===== config.mk =====
export PLATFORM = sky130hd
export DESIGN_NAME = traffic_conflict_monitor
export DESIGN_NICKNAME = d
export VERILOG_FILES = /design/src/rtl/traffic_pkg.sv /design/src/rtl/movement_checker.sv /design/src/rtl/traffic_conflict_monitor.sv
export SDC_FILE = /design/constraint.sdc
export NUM_CORES = 1
export LEC_CHECK = 0
export CAP_MARGIN = 15
export CORE_MARGIN = 2
export CORE_UTILIZATION = 55
export DETAILED_ROUTE_END_ITERATION = 6
export PLACE_DENSITY = 0.88
export SKIP_CTS_REPAIR_TIMING = 1
export SLEW_MARGIN = 20
export SYNTH_ARGS = -nofsm -noshare
export SYNTH_HDL_FRONTEND = slang
export SYNTH_HIERARCHICAL = 1
export SYNTH_SLANG_ARGS = --single-unit

===== constraint.sdc =====
create_clock -name clk -period 9.2 [get_ports clk]
set_input_delay 0.92 -clock clk [delete_from_list [all_inputs] [get_ports clk]]
set_output_delay 0.92 -clock clk [all_outputs]
set_load 0.05 [all_outputs]

===== src/rtl/traffic_pkg.sv =====
// Shared definitions for the traffic conflict monitor: lamp codes, movement
// indices, the conflicting-movement table, fault codes and FSM states.
package traffic_pkg;

  // Lamp code bits: [2] red, [1] amber, [0] green. Exactly one bit may be set.
  localparam logic [2:0] LAMP_RED   = 3'b100;
  localparam logic [2:0] LAMP_AMBER = 3'b010;
  localparam logic [2:0] LAMP_GREEN = 3'b001;
  localparam logic [2:0] LAMP_OFF   = 3'b000;

  localparam int unsigned NUM_MOV = 6;

  // Movement indices
  localparam logic [2:0] MOV_W_TO_E = 3'd0;
  localparam logic [2:0] MOV_W_TO_N = 3'd1;
  localparam logic [2:0] MOV_E_TO_W = 3'd2;
  localparam logic [2:0] MOV_E_TO_N = 3'd3;
  localparam logic [2:0] MOV_N_TO_E = 3'd4;
  localparam logic [2:0] MOV_N_TO_W = 3'd5;

  // Movement pairs that must never be green together; PAIR_LO is always the
  // lower index, which is also the index reported for a conflict.
  localparam int unsigned NUM_PAIRS = 8;
  localparam logic [2:0] PAIR_LO [0:NUM_PAIRS-1] =
    '{3'd0, 3'd0, 3'd0, 3'd2, 3'd2, 3'd3, 3'd3, 3'd1};
  localparam logic [2:0] PAIR_HI [0:NUM_PAIRS-1] =
    '{3'd3, 3'd4, 3'd5, 3'd4, 3'd5, 3'd4, 3'd5, 3'd4};

  // Fault codes
  localparam logic [1:0] FC_NONE        = 2'b00;
  localparam logic [1:0] FC_CONFLICT    = 2'b01;
  localparam logic [1:0] FC_BAD_ENC     = 2'b10;
  localparam logic [1:0] FC_SHORT_AMBER = 2'b11;

  typedef enum logic [1:0] {
    ST_STARTUP = 2'd0,
    ST_MON     = 2'd1,
    ST_FLASH   = 2'd2,
    ST_RECOVER = 2'd3
  } mon_state_e;

  // True for the three one-hot lamp codes.
  function automatic logic lamp_legal(input logic [2:0] lamp);
    return (lamp == LAMP_RED) || (lamp == LAMP_AMBER) || (lamp == LAMP_GREEN);
  endfunction

endpackage


===== src/rtl/movement_checker.sv =====
// Per-movement checker: flags illegal lamp codes and amber intervals that end
// in red too early (including green going straight to red).
module movement_checker
  import traffic_pkg::*;
#(
  parameter int AMBER_MIN = 3
) (
  input  logic       clk,
  input  logic       rst,
  input  logic       i_clear,
  input  logic [2:0] i_lamp,
  output logic       o_bad_enc,
  output logic       o_short_amber,
  output logic       o_is_green,
  output logic       o_is_red
);

  localparam int CW = $clog2(AMBER_MIN + 1);

  logic [CW-1:0] r_amber_cnt;
  logic          r_prev_green;
  logic          w_is_amber;

  assign w_is_amber = (i_lamp == LAMP_AMBER);
  assign o_is_green = (i_lamp == LAMP_GREEN);
  assign o_is_red   = (i_lamp == LAMP_RED);
  assign o_bad_enc  = !lamp_legal(i_lamp);

  // A nonzero count means the previous cycle was amber, so a red now with a
  // count below the minimum is an amber interval that was cut short.
  assign o_short_amber = o_is_red &&
    (r_prev_green || ((r_amber_cnt != '0) && (r_amber_cnt < CW'(AMBER_MIN))));

  // Track consecutive amber cycles (saturating) and whether last cycle was green.
  always_ff @(posedge clk or negedge rst) begin
    if (!rst) begin
      r_amber_cnt  <= '0;
      r_prev_green <= 1'b0;
    end else if (i_clear) begin
      r_amber_cnt  <= '0;
      r_prev_green <= 1'b0;
    end else begin
      r_prev_green <= o_is_green;
      if (!w_is_amber)
        r_amber_cnt <= '0;
      else if (r_amber_cnt != CW'(AMBER_MIN))
        r_amber_cnt <= r_amber_cnt + 1'b1;
    end
  end

endmodule


===== src/rtl/traffic_conflict_monitor.sv =====
// Safety stage between the traffic controller and the lamp drivers. Passes lamp
// commands through one register while monitoring for bad codes, conflicting
// greens and short ambers; on a fault it latches the cause and flashes red
// until an operator clear followed by a verified all-red interval.
module traffic_conflict_monitor
  import traffic_pkg::*;
#(
  parameter int AMBER_MIN  = 3,
  parameter int ALLRED_MIN = 2,
  parameter int FLASH_HALF = 5,
  parameter int PERSIST    = 2
) (
  input  logic       clk,
  input  logic       rst,
  input  logic [2:0] w_to_e_in,
  input  logic [2:0] w_to_n_in,
  input  logic [2:0] e_to_w_in,
  input  logic [2:0] e_to_n_in,
  input  logic [2:0] n_to_e_in,
  input  logic [2:0] n_to_w_in,
  input  logic       clr,
  output logic [2:0] w_to_e,
  output logic [2:0] w_to_n,
  output logic [2:0] e_to_w,
  output logic [2:0] e_to_n,
  output logic [2:0] n_to_e,
  output logic [2:0] n_to_w,
  output logic       fault,
  output logic [1:0] fault_code,
  output logic [2:0] fault_idx,
  output logic [1:0] state_dbg
);

  localparam int PW = $clog2(PERSIST + 1);
  localparam int AW = $clog2(ALLRED_MIN + 1);
  localparam int FW = (FLASH_HALF > 1) ? $clog2(FLASH_HALF) : 1;
  localparam logic [NUM_MOV-1:0][2:0] ALL_RED = {NUM_MOV{LAMP_RED}};
  localparam logic [NUM_MOV-1:0][2:0] ALL_OFF = {NUM_MOV{LAMP_OFF}};

  mon_state_e                r_state, w_state_nx;
  logic [NUM_MOV-1:0][2:0]   w_in, r_out, w_out_nx;
  logic [NUM_MOV-1:0]        w_bad, w_short, w_green, w_red;
  logic                      w_mon_entry, w_all_red, w_ar_done;
  logic                      w_conflict, w_persist_hit;
  logic [2:0]                w_conf_idx, w_bad_idx, w_short_idx;
  logic                      w_fault_now;
  logic [1:0]                w_code_nx;
  logic [2:0]                w_idx_nx;
  logic [PW-1:0]             r_persist, w_persist_nx;
  logic [AW-1:0]             r_allred, w_allred_nx;
  logic [FW-1:0]             r_flash_cnt, w_flash_cnt_nx;
  logic                      r_flash_on, w_flash_on_nx;
  logic                      r_fault;
  logic [1:0]                r_code;
  logic [2:0]                r_idx;

  assign w_in[MOV_W_TO_E] = w_to_e_in;
  assign w_in[MOV_W_TO_N] = w_to_n_in;
  assign w_in[MOV_E_TO_W] = e_to_w_in;
  assign w_in[MOV_E_TO_N] = e_to_n_in;
  assign w_in[MOV_N_TO_E] = n_to_e_in;
  assign w_in[MOV_N_TO_W] = n_to_w_in;

  // Monitor-side counters restart on every way into MON.
  assign w_mon_entry = (w_state_nx == ST_MON) && (r_state != ST_MON);

  for (genvar g = 0; g < NUM_MOV; g++) begin : g_chk
    movement_checker #(.AMBER_MIN(AMBER_MIN)) u_chk (
      .clk          (clk),
      .rst          (rst),
      .i_clear      (w_mon_entry),
      .i_lamp       (w_in[g]),
      .o_bad_enc    (w_bad[g]),
      .o_short_amber(w_short[g]),
      .o_is_green   (w_green[g]),
      .o_is_red     (w_red[g])
    );
  end

  assign w_all_red = &w_red;
  assign w_ar_done = w_all_red && (r_allred >= AW'(ALLRED_MIN - 1));

  // Conflict matrix: any forbidden pair green now; report lowest lower index.
  always_comb begin
    w_conflict = 1'b0;
    w_conf_idx = 3'd7;
    for (int p = 0; p < NUM_PAIRS; p++) begin
      if (w_green[PAIR_LO[p]] && w_green[PAIR_HI[p]]) begin
        w_conflict = 1'b1;
        if (PAIR_LO[p] < w_conf_idx) w_conf_idx = PAIR_LO[p];
      end
    end
  end

  assign w_persist_hit = w_conflict && (r_persist >= PW'(PERSIST - 1));

  // Priority encoder: bad encoding, then conflict, then short amber; lowest index wins.
  always_comb begin
    w_bad_idx   = '0;
    w_short_idx = '0;
    for (int i = NUM_MOV - 1; i >= 0; i--) begin
      if (w_bad[i])   w_bad_idx   = 3'(i);
      if (w_short[i]) w_short_idx = 3'(i);
    end
    w_fault_now = 1'b1;
    if (|w_bad) begin
      w_code_nx = FC_BAD_ENC;
      w_idx_nx  = w_bad_idx;
    end else if (w_persist_hit) begin
      w_code_nx = FC_CONFLICT;
      w_idx_nx  = w_conf_idx;
    end else if (|w_short) begin
      w_code_nx = FC_SHORT_AMBER;
      w_idx_nx  = w_short_idx;
    end else begin
      w_fault_now = 1'b0;
      w_code_nx   = FC_NONE;
      w_idx_nx    = '0;
    end
  end

  // Next-state logic.
  always_comb begin
    w_state_nx = r_state;
    case (r_state)
      ST_STARTUP, ST_RECOVER: if (w_ar_done)   w_state_nx = ST_MON;
      ST_MON:                 if (w_fault_now) w_state_nx = ST_FLASH;
      ST_FLASH:               if (clr)         w_state_nx = ST_RECOVER;
      default:                                 w_state_nx = ST_STARTUP;
    endcase
  end

  // Counter next values: each counter only runs while staying in its own state.
  always_comb begin
    w_allred_nx    = '0;
    w_persist_nx   = '0;
    w_flash_cnt_nx = '0;
    w_flash_on_nx  = 1'b1;
    if ((r_state == ST_STARTUP || r_state == ST_RECOVER) &&
        (w_state_nx == r_state) && w_all_red)
      w_allred_nx = r_allred + 1'b1;
    if (r_state == ST_MON && w_state_nx == ST_MON && w_conflict)
      w_persist_nx = r_persist + 1'b1;
    if (r_state == ST_FLASH && w_state_nx == ST_FLASH) begin
      if (r_flash_cnt == FW'(FLASH_HALF - 1)) begin
        w_flash_cnt_nx = '0;
        w_flash_on_nx  = ~r_flash_on;
      end else begin
        w_flash_cnt_nx = r_flash_cnt + 1'b1;
        w_flash_on_nx  = r_flash_on;
      end
    end
  end

  // Field drive: pass-through only while staying in MON with no fault.
  always_comb begin
    w_out_nx = ALL_RED;
    if (r_state == ST_MON && w_state_nx == ST_MON)
      w_out_nx = w_in;
    else if (w_state_nx == ST_FLASH)
      w_out_nx = w_flash_on_nx ? ALL_RED : ALL_OFF;
  end

  // State, counters and output register.
  always_ff @(posedge clk or negedge rst) begin
    if (!rst) begin
      r_state     <= ST_STARTUP;
      r_allred    <= '0;
      r_persist   <= '0;
      r_flash_cnt <= '0;
      r_flash_on  <= 1'b1;
      r_out       <= ALL_RED;
    end else begin
      r_state     <= w_state_nx;
      r_allred    <= w_allred_nx;
      r_persist   <= w_persist_nx;
      r_flash_cnt <= w_flash_cnt_nx;
      r_flash_on  <= w_flash_on_nx;
      r_out       <= w_out_nx;
    end
  end

  // Fault latch: set on detection in MON, cleared only on RECOVER -> MON.
  always_ff @(posedge clk or negedge rst) begin
    if (!rst) begin
      r_fault <= 1'b0;
      r_code  <= FC_NONE;
      r_idx   <= '0;
    end else if (r_state == ST_MON && w_fault_now) begin
      r_fault <= 1'b1;
      r_code  <= w_code_nx;
      r_idx   <= w_idx_nx;
    end else if (r_state == ST_RECOVER && w_state_nx == ST_MON) begin
      r_fault <= 1'b0;
      r_code  <= FC_NONE;
      r_idx   <= '0;
    end
  end

  assign w_to_e     = r_out[MOV_W_TO_E];
  assign w_to_n     = r_out[MOV_W_TO_N];
  assign e_to_w     = r_out[MOV_E_TO_W];
  assign e_to_n     = r_out[MOV_E_TO_N];
  assign n_to_e     = r_out[MOV_N_TO_E];
  assign n_to_w     = r_out[MOV_N_TO_W];
  assign fault      = r_fault;
  assign fault_code = r_code;
  assign fault_idx  = r_idx;
  assign state_dbg  = r_state;

endmodule


==> metrics list <==
- TritonCTS built the clock tree.
* Clock latency reported for the late side of the worst-skew pair: around 0.30 ns
- Critical path launch point type: primary input
* Shortest period the worst path allows: 4.20 ns
- During synthesis, Yosys emitted a total of 6 warnings.
- Met2 routed wirelength: 2.69 mm
- Final-layout setup total negative slack: 0 ns
- The core region is 4720 um2.
- Final cycle utilization of the critical path: between 40% and 50%
- Total CTS buffers: 5
- Routability-driven placement finished with a final weighted congestion of between 0.8 and 0.9.
- Count of mapped cells out of synthesis: 262
* Slew at the pin closest to its max-slew limit: approximately 1.1 ns
* Detail Route met3 WL: around 240 um
- Antenna-violating nets left: 0
* Die width: ~74 um
- Post-synth cell types: 40
- Clock skew after layout: 0.00985 ns
- Async S/R FF share, synth: 100%
- The worst-case IR drop observed on VDD is about 0.17 mV.
* Clock tree root buffer cell: sky130_fd_sc_hd__clkbuf_8
- After detailed routing, the number of vias per cell comes to 5.43.
- During placement, the flow inserted port buffers numbering 46.
* Global-route wire length before repair: between 9 and 10 mm
- Avg Inst Size Synth: around 10 um2
- Number of DRC violations after detailed routing: 0
- Global-route usage over all layers: about 22%
* Detail-routed net length per standard cell: about 15 um
- Setup repair after global routing left no endpoint under its margin.
- Clock-pin slew was measured on the worst setup and hold paths at roughly 0.09 ns.
* Routed via count: between 2000 and 2500
- Required time of the worst setup path: 9.42 ns
- Slew Limit Fails: 0
* Top Ports: 47
- Setup violation total in the final timing report: 0
- The multi-input combinational cells in the finished layout cover a total of 1290 um2.
* Number of search-and-repair iterations in the first detailed-routing pass: 4
* Initial Utilization: a little under three fifths
- The layout has ~370 filler cells.
- Diode count: 0
- Antenna violations before repair: 0
- Result of the run: finished clean
- For this run, the register share of the synthesized area comes to between 40 and 50%.
- WL final: roughly 5.6 mm
- Nets@finish: between 300 and 400
- Routed signal wires occupy layers up through met4.
* Worst hold slack across all endpoints: 0.441 ns
- Counting flops and latches in the post-synthesis netlist gives 52.
- Global routing finished with a remaining overflow of 0.
* Max-slew headroom: between 20% and 30%
- Counting every net in the synthesized netlist gives slightly below 300.
- Number of violations reported at the end of detailed-routing iteration 0: between 150 and 200
* Critical path capture point type: register
* Fraction of layout instances using a drive strength above 1: about 7.6%
- # Max-Cap Violations: 0
- Crit path kind: in -> reg
- The tightest min-delay check is of the reg -> reg type.
- The die covers 5500 um2.
* TritonCTS sink count: 52
- Layout overhead on the synthesized area: 23.0%
- The via count of the first global-routing pass came to slightly below 2000.
* Netlist area before placement: 2710 um2
- Most instantiated flip-flop cell in the synthesis netlist: sky130_fd_sc_hd__dfrtp_1
- Sum of routed wire segments on met1: about 2.6 mm
- Final hold violations: 0
- In this run the vertical extent of the chip is approximately 74 um.
- F_max: between 0.2 and 0.25 GHz
* Number of buffers on the longest clock path: 2
* Pwr Density: 212 nW/um2
- Post-detail-place hpwl: just over 4 mm
* Number of enable-type register cells in the synthesized netlist: 0
* Crit path arrival time: between 4 and 5 ns
* Largest net degree at the start of global routing: 53
- Clock H-tree levels: 2
* Sequential cell area: around 1300 um2
- Leakage power of the design: 1.45 nW
* Std cell rows: 25
- In this run the worst path has a maximum fanout of 20.
* Most used cells in the layout excluding fill and tap cells: sky130_fd_sc_hd__dfrtp_1, sky130_fd_sc_hd__clkdlybuf4s50_1, sky130_fd_sc_hd__inv_1
[per-layer routing]
layer  track usage [%]  up-vias
met2              37.0       58
met3              2.30        9
li1                  -     1012
met4              8.89        0
met5                 0        -
met1              30.0      989
[sequential cells by signal (all words and copies together) (netlist names), 2 cells and up]
signal / count
g_chk.u_chk/r_amber_cnt: 12
g_chk.u_chk/r_prev_green: 6
e_to_n: 3
e_to_w: 3
fault_idx: 3
n_to_e: 3
n_to_w: 3
r_flash_cnt: 3
w_to_e: 3
w_to_n: 3
fault_code: 2
r_allred: 2
r_persist: 2
state_dbg: 2
[critical path, stage by stage]
cell and delay, ns:
sky130_fd_sc_hd__clkdlybuf4s50_1 0.56, sky130_fd_sc_hd__xor2_1 0.17, sky130_fd_sc_hd__o21ai_0 0.20, sky130_fd_sc_hd__nor4_1 0.51
sky130_fd_sc_hd__nand4_1 0.29, sky130_fd_sc_hd__or4_4 0.50, sky130_fd_sc_hd__a211oi_2 0.94, sky130_fd_sc_hd__nor3b_2 0.32
[synth_stat cells (all sizes together) (4+ instances only)]
cell type,instances,area (um2)
a211oi,4,40.0
mux2i,8,80.1
xor2,13,114
a21oi,7,35.0
dfrtp,45,1130
nor3b,15,123
or4b,6,60.1
dfstp,7,184
o21a,6,45.0
nor2b,6,37.5
nor2,24,90.1
nand2,10,37.5
o21ai,22,110
a21boi,6,45.0
and2,14,87.6
inv,25,93.8
ha,13,163
[kinds of logic (layout without fill, tap and decap cells)]
logic type                 Yosys count  after routing  share of synthesized area [%]
adders and majority gates           13             13                           6.00
xor gates and xnor gates            13             13                           4.20
muxes                                8              8                           2.95
DFF                                 52             52                           48.3
AOI/OAI and AO/OA                   55             55                           14.1
and+or+nand+nor                     93             93                           20.5
buffers and inverters               28             80                           3.97
[area by class of cell]
class	count	share of cell area [%]
Clock buffer	6	2.18
Multi-Input combinational cell	182	38.8
Timing Repair Buffer	47	14.0
Tap cell	67	2.51
Clock inverter	2	0.488
Inverter	25	2.81
Sequential cell	52	39.3
[worst paths after layout]
| check | startpoint | to | slack [ns] | cells past startpoint |
|---|---|---|---|---|
| max | w_to_n_in[2] | r_persist[1]$_DFF_PN0_ | 5.00 | 8 |
| min | r_allred[0]$_DFF_PN0_ | r_allred[0]$_DFF_PN0_ | 0.44 | 1 |
| max reg2reg | g_chk[1].u_chk/r_amber_cnt[0]$_DFFE_PN0P_ | r_persist[1]$_DFF_PN0_ | 5.68 | 7 |
| min reg2reg | r_allred[0]$_DFF_PN0_ | r_allred[0]$_DFF_PN0_ | 0.44 | 1 |
| max in group asynchronous | rst | fault_idx[1]$_DFFE_PN0P_ | 8.13 | 1 |
| min in group asynchronous | rst | e_to_w[1]$_DFF_PN0_ | 0.64 | 1 |
[through the flow]
step | std cells | setup WS [ns] | area, um2 | total power (W) | util, %
after floorplan | 262 | 5.83 | 2710 | 0.000480 | -
after global placement | 373 | 4.80 | 3240 | 0.000572 | 68.7
after detailed placement | 373 | 4.70 | 3240 | 0.000580 | 68.7
after CTS | 381 | 5.02 | 3330 | 0.000709 | 70.5
after global routing | 381 | 4.64 | 3330 | 0.000746 | 70.6
final | 381 | 5.00 | 3330 | 0.000707 | 70.6
[power by group]
group / switching [W] / internal, W
registers: 0.0000198 / 0.000261
clock network: 0.0000747 / 0.0000542
logic: 0.000194 / 0.000102
total: 0.000289 / 0.000418
Note: power is estimated with default switching activity, not from simulation.
